===== config.mk =====
export PLATFORM = sky130hd
export DESIGN_NAME = uba_intr_arb
export DESIGN_NICKNAME = d
export VERILOG_FILES = /design/src/rtl/uba_pkg.sv /design/src/rtl/uba_intr_chan.sv /design/src/rtl/uba_intr_arb.sv
export SDC_FILE = /design/constraint.sdc
export NUM_CORES = 1
export LEC_CHECK = 0
export CAP_MARGIN = 20
export CORE_AREA = 5 5 68 70
export CTS_CLUSTER_SIZE = 10
export DETAILED_ROUTE_END_ITERATION = 6
export DIE_AREA = 0 0 73 75
export HOLD_SLACK_MARGIN = 0.05
export MAX_ROUTING_LAYER = met4
export PLACE_DENSITY = 0.83
export SLEW_MARGIN = 20
export SYNTH_ARGS = -nofsm -noshare
export SYNTH_HDL_FRONTEND = slang
export SYNTH_SLANG_ARGS = --single-unit

===== constraint.sdc =====
create_clock -name clk -period 1.4 [get_ports clk]
set_clock_uncertainty 0.15 [all_clocks]
set_input_delay 0.28 -clock clk [delete_from_list [all_inputs] [get_ports clk]]
set_output_delay 0.28 -clock clk [all_outputs]
set_load 0.01 [all_outputs]

===== src/rtl/uba_pkg.sv =====
// Shared types for the interrupt arbiter: PI level width, busINTR width, FSM states.
// No logic, no latency.
// No flow control; constants and types only.
package uba_pkg;

    localparam int PI_W      = 3;
    localparam int BUSINTR_W = 7;

    typedef enum logic [1:0] {
        IDLE = 2'd0,
        SCAN = 2'd1,
        RESP = 2'd2,
        HOLD = 2'd3
    } arb_state_t;

endpackage


===== src/rtl/uba_intr_chan.sv =====
// One interrupt channel: rising-edge detector plus sticky pend bit.
// Latency: pend sets on the first edge that samples devINTR high after low.
// No backpressure; ack clears pend unless a new edge arrives the same cycle.
module uba_intr_chan (
    input  logic clk,
    input  logic rst,
    input  logic dev,
    input  logic en,
    input  logic ack,
    output logic pend
);

    logic prev;
    logic rise;

    assign rise = dev & ~prev;

    // prev resets to 0, so a level held through reset release counts as an edge
    always_ff @(posedge clk or negedge rst) begin
        if (!rst) begin
            prev <= 1'b0;
            pend <= 1'b0;
        end else begin
            prev <= dev;
            if (rise && en) begin
                pend <= 1'b1;
            end else if (ack) begin
                pend <= 1'b0;
            end
        end
    end

endmodule


===== src/rtl/uba_intr_arb.sv =====
// Interrupt arbiter: latches device requests, drives PI levels, answers CPU who-are-you cycles.
// Latency: busINTR 1 cycle after pend; response 2 cycles after sampled wruREAD.
// No backpressure; a held wruREAD yields one response, next one needs wruREAD low first.
module uba_intr_arb
    import uba_pkg::*;
#(
    parameter int NCH = 4,
    parameter int CW  = $clog2(NCH)
) (
    input  logic                 clk,
    input  logic                 rst,
    input  logic [NCH-1:0]       devINTR,
    input  logic [NCH-1:0]       chEN,
    input  logic [PI_W*NCH-1:0]  chPI,
    input  logic                 wruREAD,
    input  logic [PI_W-1:0]      busPI,
    output logic [BUSINTR_W:1]   busINTR,
    output logic [NCH-1:0]       devACK,
    output logic                 wruVALID,
    output logic [CW-1:0]        wruCH,
    output logic                 wruNONE,
    output logic [NCH-1:0]       statINT
);

    arb_state_t          state;
    logic [PI_W-1:0]     cap_pi;
    logic [NCH-1:0]      pend;
    logic [NCH-1:0]      match;
    logic [NCH-1:0]      match_nxt;
    logic [BUSINTR_W:1]  lvl;
    logic [CW-1:0]       sel;

    for (genvar i = 0; i < NCH; i++) begin : g_chan
        uba_intr_chan u_chan (
            .clk  (clk),
            .rst  (rst),
            .dev  (devINTR[i]),
            .en   (chEN[i]),
            .ack  (devACK[i]),
            .pend (pend[i])
        );
    end

    assign statINT = pend;

    always_comb begin
        lvl = '0;
        for (int k = 1; k <= BUSINTR_W; k++) begin
            for (int i = 0; i < NCH; i++) begin
                if (pend[i] && chEN[i] && (chPI[PI_W*i +: PI_W] == PI_W'(k))) begin
                    lvl[k] = 1'b1;
                end
            end
        end
    end

    // a captured level of 0 never matches, even against channels left at PI 0
    always_comb begin
        match_nxt = '0;
        for (int i = 0; i < NCH; i++) begin
            match_nxt[i] = pend[i] & chEN[i] & (chPI[PI_W*i +: PI_W] == cap_pi) & (cap_pi != '0);
        end
    end

    // ascending scan so the highest matching index wins
    always_comb begin
        sel = '0;
        for (int i = 0; i < NCH; i++) begin
            if (match[i]) begin
                sel = CW'(i);
            end
        end
    end

    always_ff @(posedge clk or negedge rst) begin
        if (!rst) begin
            busINTR <= '0;
        end else begin
            busINTR <= lvl;
        end
    end

    always_ff @(posedge clk or negedge rst) begin
        if (!rst) begin
            state    <= IDLE;
            cap_pi   <= '0;
            match    <= '0;
            wruVALID <= 1'b0;
            wruNONE  <= 1'b0;
            devACK   <= '0;
            wruCH    <= '0;
        end else begin
            wruVALID <= 1'b0;
            wruNONE  <= 1'b0;
            devACK   <= '0;
            case (state)
                IDLE: begin
                    if (wruREAD) begin
                        cap_pi <= busPI;
                        state  <= SCAN;
                    end
                end
                SCAN: begin
                    match <= match_nxt;
                    state <= RESP;
                end
                RESP: begin
                    if (|match) begin
                        wruVALID <= 1'b1;
                        devACK   <= {{(NCH-1){1'b0}}, 1'b1} << sel;
                        wruCH    <= sel;
                    end else begin
                        wruNONE <= 1'b1;
                    end
                    state <= HOLD;
                end
                HOLD: begin
                    if (!wruREAD) begin
                        state <= IDLE;
                    end
                end
                default: state <= IDLE;
            endcase
        end
    end

endmodule


==> metrics, run 1 <==
outcome=complete, but fails checks; violations in the final reports=negative setup slack; area post-placement=2310 sq um; half-perimeter wire length of the detailed placement result=3.11 mm; area delta synth->final=60.3%; endpoint required time on the critical path=1.41 ns; Clk pin slew, worst setup/hold paths=0.07 ns; unrepaired setup endpoints after global routing=yes; maximum number of pins on one net before global-route repair=33; Period Utilization, post-route=104%; width of the chip=73 um; count of flip-flops with a built-in enable after synthesis=0; area share of fa/ha/maj cells after synthesis=3.80%; clock tree from TritonCTS=built; highest fanout seen on the critical path=4; first element of the critical path=chPI[10]; worst setup slack before clock tree synthesis=-0.355 ns; achievable clock frequency=686 MHz; Slew HR=75.5%; launching element type of the critical path=primary input; buffer depth of the longest clock path=2; count of buffers inserted at the top-level ports=44; initial standard-cell utilization of the core=42.1%; Final Max Tran Viols=0; deepest level of the CTS H-tree=2; Post-Syn Area=1650 sq um; fraction of registers with async set or reset after synthesis=100%; overall die area=5480 sq um; routed wire length=4.34 mm; number of nets still failing antenna checks after routing=0; origin of the critical flop-to-flop path=g_chan[1].u_chan.pend$_DFFE_PN0P_; post-layout min period=1.46 ns; share of cell area taken by muxes after synthesis=4.48%; part of the Yosys area used for sequential elements=48.6%; synthesized-area fraction occupied by ao, oa, aoi and oai cells=12.3%; prevailing post-synth register cell=sky130_fd_sc_hd__dfrtp_1; insertion delay to the later sink of the worst-skew pair=0.29 ns; total number of placement rows=23; TritonCTS sink count=32; Data arrival, critical path=1.47 ns; Power per Cell Area=1650 nW/um^2; placeable core region=3910 sq um; Post-Syn Area per Cell=10.2 sq um; top library cells by usage in the layout, fill and taps aside=sky130_fd_sc_hd__buf_4, sky130_fd_sc_hd__dfrtp_1, sky130_fd_sc_hd__clkdlybuf4s50_1, sky130_fd_sc_hd__dlygate4sd2_1, sky130_fd_sc_hd__inv_1; cell area after layout=2640 sq um; Congestion Overflow GR=0; Synth Area in Simple Gates=18.2%; synth warn=0; per-cell routed wire length=14.8 um; Critical Path Sink Type=flip-flop; antenna violations before repair=0; synthesized flop and latch total=32; overall fraction of global-route tracks in use=16.9%; worst supply voltage drop on vdd=1430 uV; most frequent standard cell in the layout excluding fill and tap cells=sky130_fd_sc_hd__buf_4; Setup TNS Final=-0.156 ns; xor/xnor share of the synthesized area=4.26%; Static Leak=1.25 nW; via count=1483; Setup violations, final=6; DRC errors left=0; Max-Cap Viols=0; number of global-route vias before repair=1512; count of hold-fix buffers inserted at cts=0; Die H=75 um; worst setup path category=in -> reg; Total Power Consumption=4.35 mW; number of DRC markers in iteration 0=142; vias per cell=5.06; setup slack after layout=-0.0583 ns; main combinational cell family by area after synthesis=simple AND/OR/NAND/NOR gates; antenna diode count=0; weighted congestion at the end of routability-driven global placement=0.878; global-route wire length before repair=6.80 mm; Nets=273; slew at the pin closest to its max-slew limit=0.365 ns; count of mapped cells out of synthesis=161; net count after synthesis=192; Tightest Hold Check Type=in -> async; final hold viol count=0; number of detailed-route iterations in the first pass=4; clock buffer count from CTS=5; top-level I/O count=45; proportion of layout cells with a drive suffix above 1=31.7%; Netlist cell types=37; Clock Root Buffer=sky130_fd_sc_hd__clkbuf_8
-- final cells by class --
type	instances	area [sq um]
timing repair buffer	86	764
tap	50	62.6
clock buffer	5	68.8
inverter	14	55.1
clock inverter	3	42.5
multi-input combinational	103	845
sequential	32	802
fill	300	1270
-- cell families after synthesis --
logic type,count (synthesis)
mux,7
buf+inv,26
simple gates,56
fa+ha+maj,5
compound gates,27
xor+xnor,8
flops,32
-- synthesized netlist by cell type (3+ instances only) --
cell type                   n  area (sq um)
sky130_fd_sc_hd__dfrtp_1   32           801
sky130_fd_sc_hd__mux2i_1    4          40.0
sky130_fd_sc_hd__buf_4      8          60.1
sky130_fd_sc_hd__o21ai_0    6          30.0
sky130_fd_sc_hd__xnor2_1    3          26.3
sky130_fd_sc_hd__o32ai_1    8          70.1
sky130_fd_sc_hd__inv_1     14          52.6
sky130_fd_sc_hd__mux2_2     3          33.8
sky130_fd_sc_hd__nand4_1    3          18.8
sky130_fd_sc_hd__ha_1       5          62.6
sky130_fd_sc_hd__nand3_1    5          25.0
sky130_fd_sc_hd__nand2_1   14          52.6
sky130_fd_sc_hd__o22ai_1    5          31.3
sky130_fd_sc_hd__xor2_1     5          43.8
sky130_fd_sc_hd__nor2_1     5          18.8
sky130_fd_sc_hd__nor3_1     9          45.0
sky130_fd_sc_hd__nand3b_1   3          22.5
sky130_fd_sc_hd__nand2b_1   5          31.3
sky130_fd_sc_hd__or3_1      4          25.0
-- what timing repair did --
item,CTS,global route
setup buffers,6,5
resized for setup,42,30
cloned,0,0
pin swaps,0,9
setup endpoints to repair,31,24
-- final timing paths --
path	end	slack, ns	cells after the start
worst min register to register	g_chan[0].u_chan.pend$_DFFE_PN0P_	0.27	1
worst max-delay path	busINTR[6]$_DFF_PN0_	-0.06	5
worst max register to register	busINTR[3]$_DFF_PN0_	-0.04	4
worst min-delay path	cap_pi[1]$_DFFE_PN0P_	0.19	2
min in group clk	g_chan[0].u_chan.pend$_DFFE_PN0P_	0.27	1
max in group asynchronous	state[1]$_DFFE_PN0P_	0.72	2
-- worst max-delay path: stages --
cell,delay (ns)
sky130_fd_sc_hd__clkdlybuf4s50_1,0.48
sky130_fd_sc_hd__buf_4,0.17
sky130_fd_sc_hd__nand2b_1,0.08
sky130_fd_sc_hd__o32ai_1,0.08
sky130_fd_sc_hd__or3_1,0.38
-- power breakdown --
part,internal (mW),switching [mW],leakage (nW)
logic,1.11,0.956,0.801
registers,1.18,0.209,0.393
clock network,0.526,0.373,0.0541
-- metal layers --
metal | track usage, % | up-vias | share of wire (%)
li1 | - | 723 | -
met1 | 18.4 | 704 | 40
met2 | 28.8 | 46 | 52
met3 | 5.21 | 10 | 6.3
met4 | 6.76 | 0 | 2.2
met5 | - | - | 0
-- through the flow --
| step | instances | hold WS (ns) | utilization (%) |
|---|---|---|---|
| 2_1_floorplan | 161 | -0.166 | - |
| 3_3_place_gp | 274 | 0.255 | 59.1 |
| 3_5_place_dp | 274 | 0.262 | 59.1 |
| 4_1_cts | 288 | 0.197 | 63.9 |
| 5_1_grt | 293 | 0.203 | 67.5 |
| 6_report | 293 | 0.193 | 67.5 |
-- registers in the layout (all words and copies together), names as in the netlist --
name / flops
wruVALID: 1
state: 2
g_chan.u_chan.prev: 4
busINTR: 7
match: 4
cap_pi: 3
devACK: 4
wruNONE: 1
g_chan.u_chan.pend: 4
wruCH: 2
Note: power is estimated with default switching activity, not from simulation.
==> run 2, diff against run 1 <==
CORE_AREA = 2 2 65 67   (was 5 5 68 70)
DIE_AREA = 0 0 67 69   (was 0 0 73 75)
GPL_TIMING_DRIVEN = 0   (was unset)
PLACE_DENSITY = unset   (was 0.83)
PLACE_DENSITY_LB_ADDON = 0.3   (was unset)
==> metrics, run 2 (same netlist as run 1, synthesis figures left out) <==
outcome=complete, but fails checks (unchanged); violations in the final reports=negative setup slack (unchanged); launching element type of the critical path=flip-flop (was primary input); initial standard-cell utilization of the core=42.1% (unchanged); Int Pwr=2.61 mW (was 2.82 mW); Clk pin slew, worst setup/hold paths=0.07 ns (about the same); Clock Root Buffer=sky130_fd_sc_hd__clkbuf_8 (unchanged); switching part of the total=35.5% (was 35.3%); half-perimeter wire length of the detailed placement result=2.73 mm (was 3.11 mm); overall die area=4620 sq um (was 5480 sq um); Congestion Overflow GR=0 (unchanged); buffer depth of the longest clock path=2 (unchanged); number of nets still failing antenna checks after routing=0 (unchanged); global routing met2 resource utilization=29.4% (was 28.8%); slowest library cell on the worst path=sky130_fd_sc_hd__dfrtp_2 (was sky130_fd_sc_hd__clkdlybuf4s50_1); endpoint required time on the critical path=1.44 ns (was 1.41 ns); number of detailed-route iterations in the first pass=4 (unchanged); Static Leak=1.18 nW (was 1.25 nW); vias per cell=5.11 (was 5.06); placeable core region=3910 sq um (unchanged); number of flip-flops under the largest register name=7 (unchanged); Layout Utilization=63.2% (was 67.5%); cell area after layout=2470 sq um (was 2640 sq um); total of fill cells in the finished design=339 (was 300); Tightest Hold Check Type=reg -> reg (was in -> async); via count=1432 (was 1483); Logic pwr share=48.7% (was 47.6%); Critical Path Sink Type=flip-flop (unchanged); worst setup slack before clock tree synthesis=-0.449 ns (was -0.355 ns); count of buffers inserted at the top-level ports=43 (was 44); setup slack of the worst register-to-register path=-0.03 ns (was -0.04 ns); worst setup path category=reg -> reg (was in -> reg); chain of cells forming the critical path=inv_4 > ha_4 > nand4_1 > o32ai_2 (was clkdlybuf4s50_1 > buf_4 > nand2b_1 > o32ai_1 > or3_1); Die H=69 um (was 75 um); antenna diode count=0 (unchanged); unrepaired setup endpoints after global routing=yes (unchanged); proportion of layout cells with a drive suffix above 1=31.7% (about the same); routed wire length=3.94 mm (was 4.34 mm); Sequential Area=802 sq um (unchanged); overall fraction of global-route tracks in use=18.7% (was 16.9%); Seq pwr share=33.3% (was 31.8%); Data arrival, critical path=1.47 ns (about the same); Setup violations, final=4 (was 6); worst-case reg-to-reg path depth=4 (unchanged); global-route wire length before repair=6.41 mm (was 6.80 mm); clock tree from TritonCTS=built (unchanged); number of instances in the placed design=254 (was 274); origin of the critical flop-to-flop path=state[1]$_DFFE_PN0P_ (was g_chan[1].u_chan.pend$_DFFE_PN0P_); Max-Cap Viols=0 (unchanged); M1 GR Usage=22.9% (was 18.4%); deepest level of the CTS H-tree=2 (unchanged); per-cell routed wire length=14.1 um (was 14.8 um); achievable clock frequency=699 MHz (was 686 MHz); top library cells by usage in the layout, fill and taps aside=sky130_fd_sc_hd__dfrtp_1, sky130_fd_sc_hd__dlygate4sd2_1, sky130_fd_sc_hd__buf_4, sky130_fd_sc_hd__inv_1, sky130_fd_sc_hd__nand2_1 (was sky130_fd_sc_hd__buf_4, sky130_fd_sc_hd__dfrtp_1, sky130_fd_sc_hd__clkdlybuf4s50_1, sky130_fd_sc_hd__dlygate4sd2_1, sky130_fd_sc_hd__inv_1); global-route met3 utilization=4.57% (was 5.21%); area post-placement=2140 sq um (was 2310 sq um); TritonCTS sink count=32 (unchanged); Power per Cell Area=1640 nW/um^2 (was 1650 nW/um^2); setup slack after layout=-0.0301 ns (was -0.0583 ns); total number of placement rows=23 (unchanged); Endpoint, Worst Hold=g_chan[1].u_chan.pend$_DFFE_PN0P_; final hold viol count=0 (unchanged); worst supply voltage drop on vdd=882 uV (was 1430 uV); Setup TNS Final=-0.0548 ns (was -0.156 ns); most frequent standard cell in the layout excluding fill and tap cells=sky130_fd_sc_hd__dfrtp_1 (was sky130_fd_sc_hd__buf_4); critical path's largest stage delay=0.45 ns (was 0.48 ns); DRC errors left=0 (unchanged); share of power burned in the clock network=18.0% (was 20.7%); width of the chip=67 um (was 73 um); net switching power=1.44 mW (was 1.54 mW); Biggest register=busINTR (unchanged); Final Max Tran Viols=0 (unchanged); number of global-route vias before repair=1411 (was 1512); R2R Path End=match[2]$_DFFE_PN0N_ (was busINTR[3]$_DFF_PN0_); worst hold stages=1; area delta synth->final=50.2% (was 60.3%); Nets=260 (was 273); Period Utilization, post-route=102% (was 104%); antenna violations before repair=0 (unchanged); non-filler instance count after layout=280 (was 293); Worst Hold Launch=g_chan[1].u_chan.prev$_DFF_PN0_; routing layer with the top usage in global route=met2 (unchanged); highest fanout seen on the critical path=8 (was 4); insertion delay to the later sink of the worst-skew pair=0.29 ns (about the same); top-level I/O count=45 (unchanged); slew at the pin closest to its max-slew limit=0.420 ns (was 0.365 ns); multi-input gate area in the final layout=840 sq um (was 845 sq um); number of DRC markers in iteration 0=100 (was 142); clock buffer count from CTS=5 (unchanged); Slew HR=72.0% (was 75.5%); maximum number of pins on one net before global-route repair=33 (unchanged); weighted congestion at the end of routability-driven global placement=0.855 (was 0.878); post-layout min period=1.43 ns (was 1.46 ns)
run 2: per-layer routing:
layer  share of wire, %  vias to the layer above
li1                   -                      697
met1                 43                      692
met2                 51                       35
met3                4.4                        8
met4                1.7                        0
met5                  0                        -
run 2: worst max path at each step:
stage | startpoint | to | slack, ns | cells past startpoint
2_1_floorplan | state[0]$_DFFE_PN0P_ | wruCH[0]$_DFFE_PN0P_ | 0.005 | 4
3_3_place_gp | rst | cap_pi[0]$_DFFE_PN0P_ | -0.69 | 1
3_5_place_dp | chPI[1] | busINTR[4]$_DFF_PN0_ | -0.45 | 4
4_1_cts | state[1]$_DFFE_PN0P_ | match[0]$_DFFE_PN0N_ | -0.04 | 6
5_1_grt | state[1]$_DFFE_PN0P_ | match[2]$_DFFE_PN0N_ | -0.07 | 4
6_report | state[1]$_DFFE_PN0P_ | match[2]$_DFFE_PN0N_ | -0.03 | 4
run 2: timing repair:
item	in CTS	in global routing
buffers inserted	15	3
endpoints found under the setup margin	34	19
hold buffers	1	0
pin swaps	11	6
resized for setup	84	15
hold endpoints to repair	32	0
run 2: worst max-delay path, delay by kind of cell, from the launching register on:
| kind | cells | cell delay, ns |
|---|---|---|
| flip-flops | 1 | 0.45 |
| AO/OA/AOI/OAI | 1 | 0.28 |
| adder cells (fa/ha/maj) | 1 | 0.20 |
| AND/OR/NAND/NOR | 1 | 0.15 |
| buffers and inverters | 1 | 0.10 |
run 2: area by class of cell:
cell class / count / share of cell area (%)
well taps: 50 / 2.53
multi-input cells: 103 / 34.0
repair buffers: 62 / 21.8
flip-flops and latches: 32 / 32.4
inverters: 14 / 2.23
plain buffers: 11 / 3.29
clock buffers: 6 / 3.34
clock inverters: 2 / 0.405
run 2: per-stage QoR:
step | power, mW | hold slack [ns]
global route | 4.32 | 0.277
CTS | 3.93 | 0.269
global placement | 2.82 | 0.251
detailed placement | 2.85 | 0.217
floorplan | 2.28 | -0.166
finish | 4.05 | 0.267
run 2: power by group through the flow:
stage               clock (mW)  combinational (mW)  sequential (mW)
floorplan                    0               0.913             1.37
global placement             0                1.46             1.36
detailed placement           0                1.49             1.36
CTS                      0.745                1.85             1.33
global route             0.796                2.15             1.38
finish                   0.731                1.97             1.35
==> run 3, diff against run 2 <==
CAP_MARGIN = unset   (was 20)
TNS_END_PERCENT = 50   (was unset)
==> metrics, run 3 (same netlist as run 1, synthesis figures left out) <==
overall die area=4620 sq um (unchanged); multi-input gate area in the final layout=851 sq um (was 840 sq um); Critical Path Sink Type=flip-flop (unchanged); number of global-route vias before repair=1410 (was 1411); vias per cell=5.26 (was 5.11); cell area after layout=2520 sq um (was 2470 sq um); Clk pin slew, worst setup/hold paths=0.06 ns (was 0.07 ns); top library cells by usage in the layout, fill and taps aside=sky130_fd_sc_hd__dfrtp_1, sky130_fd_sc_hd__buf_4, sky130_fd_sc_hd__dlygate4sd2_1, sky130_fd_sc_hd__inv_1, sky130_fd_sc_hd__nand2_1 (was sky130_fd_sc_hd__dfrtp_1, sky130_fd_sc_hd__dlygate4sd2_1, sky130_fd_sc_hd__buf_4, sky130_fd_sc_hd__inv_1, sky130_fd_sc_hd__nand2_1); number of flip-flops under the largest register name=7 (unchanged); Total Power Consumption=4.18 mW (was 4.05 mW); net switching power=1.46 mW (was 1.44 mW); Power per Cell Area=1660 nW/um^2 (was 1640 nW/um^2); worst setup path category=reg -> reg (unchanged); per-cell routed wire length=14.3 um (was 14.1 um); highest fanout seen on the critical path=3 (was 8); width of the chip=67 um (unchanged); switching part of the total=35.0% (was 35.5%); area post-placement=2140 sq um (about the same); Tightest Hold Check Type=reg -> reg (unchanged); clock buffer count from CTS=5 (unchanged); final hold viol count=0 (unchanged); Logic pwr share=50.9% (was 48.7%); global-route wire length before repair=6.58 mm (was 6.41 mm); non-filler instance count after layout=285 (was 280); share of power burned in the clock network=17.2% (was 18.0%); outcome=complete, but fails checks (unchanged); Period Utilization, post-route=108% (was 102%); Int Pwr=2.72 mW (was 2.61 mW); launching element type of the critical path=flip-flop (unchanged); placeable core region=3910 sq um (unchanged); Biggest register=busINTR (unchanged); violations in the final reports=negative setup slack (unchanged); post-layout min period=1.51 ns (was 1.43 ns); worst hold-check slack=0.264 ns (was 0.267 ns); proportion of layout cells with a drive suffix above 1=31.9% (was 31.7%); Sequential Area=802 sq um (unchanged); unrepaired setup endpoints after global routing=yes (unchanged); Nets=265 (was 260); Seq pwr share=32.0% (was 33.3%); via count=1499 (was 1432); total of fill cells in the finished design=315 (was 339); insertion delay to the later sink of the worst-skew pair=0.28 ns (was 0.29 ns); antenna violations before repair=0 (unchanged); number of detailed-route iterations in the first pass=4 (unchanged); total number of placement rows=23 (unchanged); Static Leak=1.22 nW (was 1.18 nW); Clock Root Buffer=sky130_fd_sc_hd__clkbuf_8 (unchanged); Max-Cap Viols=0 (unchanged); clock tree from TritonCTS=built (unchanged); TritonCTS sink count=32 (unchanged); buffer depth of the longest clock path=2 (unchanged); area delta synth->final=53.3% (was 50.2%); Slew HR=52.4% (was 72.0%); worst supply voltage drop on vdd=1200 uV (was 882 uV); deepest level of the CTS H-tree=2 (unchanged); count of buffers inserted at the top-level ports=43 (unchanged); Layout Utilization=64.5% (was 63.2%); Final Max Tran Viols=0 (unchanged); endpoint required time on the critical path=1.41 ns (was 1.44 ns); top-level I/O count=45 (unchanged); Setup violations, final=8 (was 4); antenna diode count=0 (unchanged); number of DRC markers in iteration 0=89 (was 100); overall fraction of global-route tracks in use=19.0% (was 18.7%); Congestion Overflow GR=0 (unchanged); Die H=69 um (unchanged); half-perimeter wire length of the detailed placement result=2.76 mm (was 2.73 mm); setup slack after layout=-0.108 ns (was -0.0301 ns); maximum number of pins on one net before global-route repair=33 (unchanged); Setup TNS Final=-0.296 ns (was -0.0548 ns); initial standard-cell utilization of the core=42.1% (unchanged); number of nets still failing antenna checks after routing=0 (unchanged); Data arrival, critical path=1.52 ns (was 1.47 ns); number of instances in the placed design=254 (unchanged); DRC errors left=0 (unchanged); worst setup slack before clock tree synthesis=-0.447 ns (was -0.449 ns); achievable clock frequency=663 MHz (was 699 MHz); slew at the pin closest to its max-slew limit=0.714 ns (was 0.420 ns); most frequent standard cell in the layout excluding fill and tap cells=sky130_fd_sc_hd__dfrtp_1 (unchanged); routed wire length=4.08 mm (was 3.94 mm); weighted congestion at the end of routability-driven global placement=0.889 (was 0.855)
## run 3: repair_timing
item | in CTS | in global routing
resized for setup | 73 | 26
pin swaps | 5 | 10
endpoints found under the setup margin | 34 | 19
hold buffers | 1 | 0
endpoints found under the hold margin | 32 | 0
setup buffers | 14 | 8
## run 3: cell type report
cell class,instances,area share (%)
inverters,14,2.08
repair buffers,66,22.6
clock buffers,8,3.57
multi-input cells,103,33.7
flip-flops and latches,32,31.8
plain buffers,12,3.82
well taps,50,2.48
## run 3: power groups by stage
| stage | registers (mW) | clock network (mW) | logic [mW] |
|---|---|---|---|
| 2_1_floorplan | 1.37 | 0 | 0.910 |
| 3_5_place_dp | 1.37 | 0 | 1.49 |
| 6_report | 1.34 | 0.718 | 2.13 |
| 5_1_grt | 1.37 | 0.786 | 2.33 |
| 4_1_cts | 1.33 | 0.734 | 1.75 |
| 3_3_place_gp | 1.36 | 0 | 1.45 |
## run 3: critical path, stage by stage, from the launching register on
cell                      delay (ns)
sky130_fd_sc_hd__dfrtp_2        0.43
sky130_fd_sc_hd__buf_6          0.13
sky130_fd_sc_hd__ha_4           0.15
sky130_fd_sc_hd__a22o_1         0.20
sky130_fd_sc_hd__a221o_1        0.33
## run 3: final timing paths
path,from,to,slack [ns],cells past startpoint
max,state[1]$_DFFE_PN0P_,wruCH[0]$_DFFE_PN0P_,-0.11,4
max in group asynchronous,rst,state[1]$_DFFE_PN0P_,0.16,2
min,g_chan[1].u_chan.prev$_DFF_PN0_,g_chan[1].u_chan.pend$_DFFE_PN0P_,0.26,1
min reg2reg,g_chan[1].u_chan.prev$_DFF_PN0_,g_chan[1].u_chan.pend$_DFFE_PN0P_,0.26,1
max reg2reg,state[1]$_DFFE_PN0P_,wruCH[0]$_DFFE_PN0P_,-0.11,4
min in group asynchronous,rst,g_chan[2].u_chan.prev$_DFF_PN0_,0.44,2
## run 3: layer usage
layer / vias up / wire (um) / part of all wire, % / track usage, %
li1: 718 / - / - / -
met1: 729 / 1670 / 41 / 22.9
met2: 38 / 2140 / 52 / 30.6
met3: 14 / 195 / 4.8 / 5.55
met4: 0 / 78 / 1.9 / 5.44
met5: - / 0 / 0 / -
